`src/rtl/race_controller_pkg.sv`:
```
// Shared types and track geometry for the kart race sequencer.
package race_pkg;

  typedef enum logic [2:0] {
    GS_IDLE      = 3'd0,
    GS_WON       = 3'd1,
    GS_LOST      = 3'd2,
    GS_COUNTDOWN = 3'd3,
    GS_RACING    = 3'd4
  } game_stat_t;

  localparam int NUM_CP = 4;
  localparam int POS_W  = 11;

  // Checkpoint rectangles, inclusive bounds; cp0 doubles as the start/finish line.
  localparam logic [POS_W-1:0] CP_X_LO [NUM_CP] = '{11'd100, 11'd800, 11'd800, 11'd100};
  localparam logic [POS_W-1:0] CP_X_HI [NUM_CP] = '{11'd199, 11'd899, 11'd899, 11'd199};
  localparam logic [POS_W-1:0] CP_Y_LO [NUM_CP] = '{11'd100, 11'd100, 11'd800, 11'd800};
  localparam logic [POS_W-1:0] CP_Y_HI [NUM_CP] = '{11'd199, 11'd199, 11'd899, 11'd899};

  function automatic logic in_rect(input logic [POS_W-1:0] x,
                                   input logic [POS_W-1:0] y,
                                   input logic [1:0]       idx);
    return (x >= CP_X_LO[idx]) && (x <= CP_X_HI[idx]) &&
           (y >= CP_Y_LO[idx]) && (y <= CP_Y_HI[idx]);
  endfunction

endpackage

```
`src/rtl/race_controller_if.sv`:
```
// Frame-level signals between the input/network layer and the race sequencer.
interface race_controller_if;
  logic        frame_tick;
  logic        start_btn;
  logic        opp_ready;
  logic [2:0]  opp_game;
  logic        opp_rst;
  logic [10:0] player_x;
  logic [10:0] player_y;
  logic [2:0]  game_stat;
  logic        move_en;
  logic [2:0]  laps;
  logic [1:0]  count_val;
  logic [1:0]  next_cp;

  modport master (
    output frame_tick, start_btn, opp_ready, opp_game, opp_rst, player_x, player_y,
    input  game_stat, move_en, laps, count_val, next_cp
  );

  modport slave (
    input  frame_tick, start_btn, opp_ready, opp_game, opp_rst, player_x, player_y,
    output game_stat, move_en, laps, count_val, next_cp
  );
endinterface

```
`src/rtl/race_controller_checkpoint_tracker.sv`:
```
// Ordered checkpoint sequencer: only the expected checkpoint advances, so
// wrong-way driving and shortcuts never complete a lap.
module checkpoint_tracker
  import race_pkg::*;
(
  input  logic             clk,
  input  logic             rst,
  input  logic             tick,
  input  logic             en,
  input  logic             clr,
  input  logic [POS_W-1:0] pos_x,
  input  logic [POS_W-1:0] pos_y,
  output logic [1:0]       next_cp,
  output logic             lap_done
);

  logic [1:0] next_cp_q, next_cp_d;
  logic       passed_q, passed_d;
  logic       hit;
  logic       adv;

  always_comb begin
    hit       = in_rect(pos_x, pos_y, next_cp_q);
    adv       = tick & en & hit & ~clr;
    // passed_q marks that cp1..cp3 were taken in order since the last cp0
    lap_done  = adv & (next_cp_q == 2'd0) & passed_q;
    next_cp_d = next_cp_q;
    passed_d  = passed_q;
    if (clr) begin
      next_cp_d = 2'd0;
      passed_d  = 1'b0;
    end else if (adv) begin
      next_cp_d = next_cp_q + 2'd1;
      passed_d  = (next_cp_q == 2'd3);
    end
  end

  always_ff @(posedge clk or posedge rst) begin
    if (rst) begin
      next_cp_q <= 2'd0;
      passed_q  <= 1'b0;
    end else begin
      next_cp_q <= next_cp_d;
      passed_q  <= passed_d;
    end
  end

  assign next_cp = next_cp_q;

endmodule

```
`src/rtl/race_controller.sv`:
```
// Frame-synchronous race sequencer: start handshake, countdown, laps, win/lose.
// Define RACE_COUNTDOWN_EN to include the start countdown; otherwise IDLE goes straight to RACING.
module race_controller
  import race_pkg::*;
#(
  parameter int FRAMES_PER_SEC = 60,
  parameter int COUNT_SECS     = 3,
  parameter int LAPS_TO_WIN    = 3
) (
  input  logic              clk,
  input  logic              rst,
  race_controller_if.slave  bus
);

  localparam logic [2:0] LAPS_MAX = 3'(LAPS_TO_WIN);

  game_stat_t state_q, state_d;
  logic       move_en_q, move_en_d;
  logic [2:0] laps_q, laps_d;
  logic [1:0] next_cp;
  logic       lap_done;
  logic       racing;

`ifdef RACE_COUNTDOWN_EN
  localparam int               FC_W    = (FRAMES_PER_SEC > 1) ? $clog2(FRAMES_PER_SEC) : 1;
  localparam logic [FC_W-1:0]  FC_LAST = FC_W'(FRAMES_PER_SEC - 1);
  localparam logic [1:0]       SECS    = 2'(COUNT_SECS);

  logic [1:0]      count_q, count_d;
  logic [FC_W-1:0] fcnt_q, fcnt_d;
`endif

  assign racing = (state_q == GS_RACING);

  checkpoint_tracker u_cp (
    .clk      (clk),
    .rst      (rst),
    .tick     (bus.frame_tick),
    .en       (racing),
    .clr      (bus.opp_rst),
    .pos_x    (bus.player_x),
    .pos_y    (bus.player_y),
    .next_cp  (next_cp),
    .lap_done (lap_done)
  );

  always_comb begin
    state_d = state_q;
    laps_d  = laps_q;
`ifdef RACE_COUNTDOWN_EN
    count_d = count_q;
    fcnt_d  = fcnt_q;
`endif
    if (bus.opp_rst) begin
      state_d = GS_IDLE;
      laps_d  = 3'd0;
`ifdef RACE_COUNTDOWN_EN
      count_d = 2'd0;
      fcnt_d  = '0;
`endif
    end else if (bus.frame_tick) begin
      case (state_q)
        GS_IDLE: begin
          if (bus.start_btn && bus.opp_ready) begin
`ifdef RACE_COUNTDOWN_EN
            state_d = GS_COUNTDOWN;
            count_d = SECS;
            fcnt_d  = '0;
`else
            state_d = GS_RACING;
`endif
          end
        end
`ifdef RACE_COUNTDOWN_EN
        GS_COUNTDOWN: begin
          if (fcnt_q == FC_LAST) begin
            fcnt_d = '0;
            if (count_q == 2'd1) begin
              state_d = GS_RACING;
              count_d = 2'd0;
            end else begin
              count_d = count_q - 2'd1;
            end
          end else begin
            fcnt_d = fcnt_q + 1'b1;
          end
        end
`endif
        GS_RACING: begin
          if (lap_done) begin
            laps_d = laps_q + 3'd1;
          end
          // Finishing the final lap beats a simultaneous opponent win
          if (lap_done && ((laps_q + 3'd1) == LAPS_MAX)) begin
            state_d = GS_WON;
          end else if (bus.opp_game == 3'd1) begin
            state_d = GS_LOST;
          end
        end
        default: ;
      endcase
    end
    move_en_d = (state_d == GS_RACING);
  end

  always_ff @(posedge clk or posedge rst) begin
    if (rst) begin
      state_q   <= GS_IDLE;
      move_en_q <= 1'b0;
      laps_q    <= 3'd0;
`ifdef RACE_COUNTDOWN_EN
      count_q   <= 2'd0;
      fcnt_q    <= '0;
`endif
    end else begin
      state_q   <= state_d;
      move_en_q <= move_en_d;
      laps_q    <= laps_d;
`ifdef RACE_COUNTDOWN_EN
      count_q   <= count_d;
      fcnt_q    <= fcnt_d;
`endif
    end
  end

  assign bus.game_stat = state_q;
  assign bus.move_en   = move_en_q;
  assign bus.laps      = laps_q;
  assign bus.next_cp   = next_cp;
`ifdef RACE_COUNTDOWN_EN
  assign bus.count_val = count_q;
`else
  assign bus.count_val = 2'd0;
`endif

endmodule

```
`src/flat_wrapper.sv`:
```
// flat-port wrapper written by rule: the top's interface ports become plain ports
module race_controller_flat import race_pkg::*;
#(
  parameter int FRAMES_PER_SEC = 60,
  parameter int COUNT_SECS     = 3,
  parameter int LAPS_TO_WIN    = 3
)
  (clk, rst, bus_frame_tick, bus_start_btn, bus_opp_ready, bus_opp_game, bus_opp_rst, bus_player_x, bus_player_y, bus_game_stat, bus_move_en, bus_laps, bus_count_val, bus_next_cp);
  race_controller_if bus_i ();
  input  logic clk;
  input  logic rst;
  input wire logic [$bits(bus_i.frame_tick)-1:0] bus_frame_tick;
  input wire logic [$bits(bus_i.start_btn)-1:0] bus_start_btn;
  input wire logic [$bits(bus_i.opp_ready)-1:0] bus_opp_ready;
  input wire logic [$bits(bus_i.opp_game)-1:0] bus_opp_game;
  input wire logic [$bits(bus_i.opp_rst)-1:0] bus_opp_rst;
  input wire logic [$bits(bus_i.player_x)-1:0] bus_player_x;
  input wire logic [$bits(bus_i.player_y)-1:0] bus_player_y;
  output wire logic [$bits(bus_i.game_stat)-1:0] bus_game_stat;
  output wire logic [$bits(bus_i.move_en)-1:0] bus_move_en;
  output wire logic [$bits(bus_i.laps)-1:0] bus_laps;
  output wire logic [$bits(bus_i.count_val)-1:0] bus_count_val;
  output wire logic [$bits(bus_i.next_cp)-1:0] bus_next_cp;
  assign bus_i.frame_tick = bus_frame_tick;
  assign bus_i.start_btn = bus_start_btn;
  assign bus_i.opp_ready = bus_opp_ready;
  assign bus_i.opp_game = bus_opp_game;
  assign bus_i.opp_rst = bus_opp_rst;
  assign bus_i.player_x = bus_player_x;
  assign bus_i.player_y = bus_player_y;
  assign bus_game_stat = bus_i.game_stat;
  assign bus_move_en = bus_i.move_en;
  assign bus_laps = bus_i.laps;
  assign bus_count_val = bus_i.count_val;
  assign bus_next_cp = bus_i.next_cp;
  race_controller #(.FRAMES_PER_SEC(FRAMES_PER_SEC), .COUNT_SECS(COUNT_SECS), .LAPS_TO_WIN(LAPS_TO_WIN)) u_core (.clk(clk), .rst(rst), .bus(bus_i));
endmodule
```
`config.mk`:
```
export PLATFORM = sky130hd
export DESIGN_NAME = race_controller_flat
export DESIGN_NICKNAME = d
export VERILOG_FILES = /design/src/rtl/race_controller_pkg.sv /design/src/rtl/race_controller_if.sv /design/src/rtl/race_controller_checkpoint_tracker.sv /design/src/rtl/race_controller.sv /design/src/flat_wrapper.sv
export SDC_FILE = /design/constraint.sdc
export NUM_CORES = 1
export LEC_CHECK = 0
export CORE_ASPECT_RATIO = 0.9
export CORE_MARGIN = 5
export CORE_UTILIZATION = 42
export CTS_BUF_LIST = sky130_fd_sc_hd__clkbuf_16
export DETAILED_ROUTE_END_ITERATION = 7
export PLACE_DENSITY = 0.88
export SLEW_MARGIN = 15
export SYNTH_ARGS = -nofsm -noshare
export SYNTH_HDL_FRONTEND = slang
export SYNTH_SLANG_ARGS = --single-unit
```
`constraint.sdc`:
```
create_clock -name clk -period 4 [get_ports clk]
set_clock_uncertainty 0.1 [all_clocks]
set_input_delay 0.8 -clock clk [delete_from_list [all_inputs] [get_ports clk]]
set_output_delay 0.8 -clock clk [all_outputs]
set_load 0.005 [all_outputs]
```
==> metrics.txt <==
final WL=2.84 mm; status=finished, final reports clean; clk_lat worst skew=0.24 ns; Main synth FF type=dfrtp_1; Ports=42; Rel. slew slack=0.597; root buffer cell=clkbuf_16; Static Leakage=0.620 nW; H-tree levels=1; Comb pwr share=0.206; HPWL after DPL=roughly 2.2 mm; Rows=16; drt drc=0; Vias/cell=5.84; Seq/Total Area, Yosys=0.253; Ant. Diodes=0; clock sinks=10; initial antenna violation count=0; max-cap violation count=0; crit-path cells=inv_1 -> ha_1 -> inv_1 -> ha_1 -> or3b_1 -> a211oi_1 -> a21oi_1 -> a311o_1 -> or4_1 -> a21oi_1; Port Buffer Count=39; Initial DRC Count=between 50 and 60; area of the die=~3400 um^2; slowest CP cell=dfrtp_1; Mapped Cells=114; Power Total=0.357 mW; period utilization=0.818; minimum clock period=3.27 ns; Routed wire per std cell=15.6 um; Post-synth EDFFs=0; Final Hold Viols=0; Pint=roughly 0.28 mW; Initial Utilization=0.448; Yosys top cell area share=0.253; Setup CP Type=flop to flop; area added between synthesis and finish=49.4%; largest net degree at the start of global routing=11; crit-path max cell delay=0.44 ns; Post-CTS Setup Bufs=0; Power Dens Cells=242 nW/um^2; hold buffer count at CTS=0; DRT Pass-1 Iters=5; gr usage total=0.171; Sw Pwr=0.0781 mW; Critical Path RT=4.06 ns; Setup-failing EPs final=0; Layout Cells excl Fill=182; startpoint types=flop; CP endpoint kind=flop; Vias=1062; post-CTS sizing=0; worst slew pin tran=around 0.6 ns; Worst-path clk slew=approximately 0.04 ns; Die X=61.1 um; clk buf depth=2; sequential power share=0.296; RSZ-0062 raised after global routing=no; GRT overflow=0; synthesized area per cell=8.66 um^2; Die Ht=56.0 um; CTS tree=done; final setup TNS=0 ns; Crit path max-delay family=compound AO/OA/AOI/OAI gates; Async S/R FF share, synth=1.00; Crit path arrival time=3.33 ns; clock share of power=0.498; worst vdd ir=284 uV; fraction of layout cells with a size suffix above 1=0.0452; Yosys top cell by area=dfrtp_1; most common cell after layout, fill and taps aside=clkdlybuf4s50_1; RD Place Congestion=0.793; Final Max Tran Viols=0; Yosys reg bits=10; Max Fclk=305 MHz; first-pass GRT wire length=4.55 mm; Switching Fraction=0.219; CP Buf/Inv Count=2; commonest cells after routing, fill and taps aside=39 x clkdlybuf4s50_1, 13 x ha_1, 10 x dfrtp_1, 9 x nand2_1, 9 x inv_1; Core Footprint=2200 um^2; synth unique cells=40; total CTS buffers=3; number of global-route vias before repair=1082; worst min-delay path class=flop to flop; top cells by area, synth=dfrtp_1 25%, ha_1 16%, a21oi_1 3.5%; Layout Nets=200; CP Max Fanout=8; Routed Antenna Nets=0; Ys Warns=0; mapped cell area=987 um^2; placed insts=approximately 180
[cell usage after synthesis, types with 2 or more instances]
cell / n
nor2b_1: 3
nor3_1: 3
nor2_1: 8
nor3b_1: 3
o21a_1: 4
dfrtp_1: 10
inv_1: 9
nand3_1: 4
ha_1: 13
nor4_1: 2
nand2_1: 9
and3_1: 3
nand4b_1: 2
or4_1: 2
a21boi_0: 2
a211oi_1: 3
a21oi_1: 7
or3b_1: 2
mux2_2: 2
o21ai_1: 2
buf_4: 2
[area by class of cell]
cell class / count / area (um^2)
inverter: 9 / 33.8
sequential: 10 / 250
clock inverter: 1 / 3.75
fill: 184 / 727
tap: 27 / 33.8
clock buffer: 3 / 75.1
timing repair buffer: 39 / 390
multi-input combinational: 93 / 688
[final timing paths]
kind | cells after the start | endpoint | slack (ns) | from
min | 1 | u_core.bus.move_en | 0.39 | u_core.bus.game_stat[0]
max in group asynchronous | 2 | u_core.bus.laps[0] | 2.78 | rst
min in group asynchronous | 2 | u_core.bus.move_en | 0.74 | rst
max | 10 | u_core.bus.laps[2] | 0.73 | u_core.u_cp.next_cp[1]
min reg2reg | 1 | u_core.bus.move_en | 0.39 | u_core.bus.game_stat[0]
max reg2reg | 10 | u_core.bus.laps[2] | 0.73 | u_core.u_cp.next_cp[1]
[logic make-up after synthesis]
kind of cell / after synthesis / synth area share
XOR/XNOR: 1 / 0.00887
AND/OR/NAND/NOR: 48 / 0.305
buffers and inverters: 12 / 0.0532
multiplexers: 2 / 0.0228
adder cells (fa/ha/maj): 13 / 0.165
other: 1 / 0.00380
AO/OA/AOI/OAI: 27 / 0.188
flip-flops: 10 / 0.253
[metrics by stage]
| step | area (um^2) | hold slack [ns] | setup WS, ns | util |
|---|---|---|---|---|
| 2_1_floorplan | 991 | 0.382 | 1.03 | - |
| 3_3_place_gp | 1400 | 0.392 | 0.587 | 0.634 |
| 3_5_place_dp | 1400 | 0.389 | 0.519 | 0.634 |
| 4_1_cts | 1480 | 0.389 | 0.723 | 0.670 |
| 5_1_grt | 1480 | 0.412 | 0.567 | 0.670 |
| 6_report | 1480 | 0.385 | 0.726 | 0.670 |
[power groups by stage]
| stage | Combinational, mW | Clock, mW | Sequential [mW] |
|---|---|---|---|
| after global placement | 0.0695 | 0 | 0.107 |
| after global routing | 0.0799 | 0.188 | 0.106 |
| after floorplan | 0.0297 | 0 | 0.107 |
| after CTS | 0.0732 | 0.182 | 0.105 |
| after detailed placement | 0.0723 | 0 | 0.107 |
| final | 0.0736 | 0.178 | 0.105 |
[state kept, by name, summed over array words and instances, names as in the netlist]
register              count
u_core.bus.game_stat      3
u_core.bus.laps           3
u_core.bus.move_en        1
u_core.u_cp.next_cp       2
u_core.u_cp.passed_q      1
[metal layers]
metal	share of wire	GRT usage	up-vias
met5	0	0	-
met4	0.033	0.0650	0
met3	0.082	0.0394	14
met2	0.50	0.307	51
met1	0.39	0.187	495
li1	-	-	502
No activity file was read; power rests on OpenSTA's default activity.
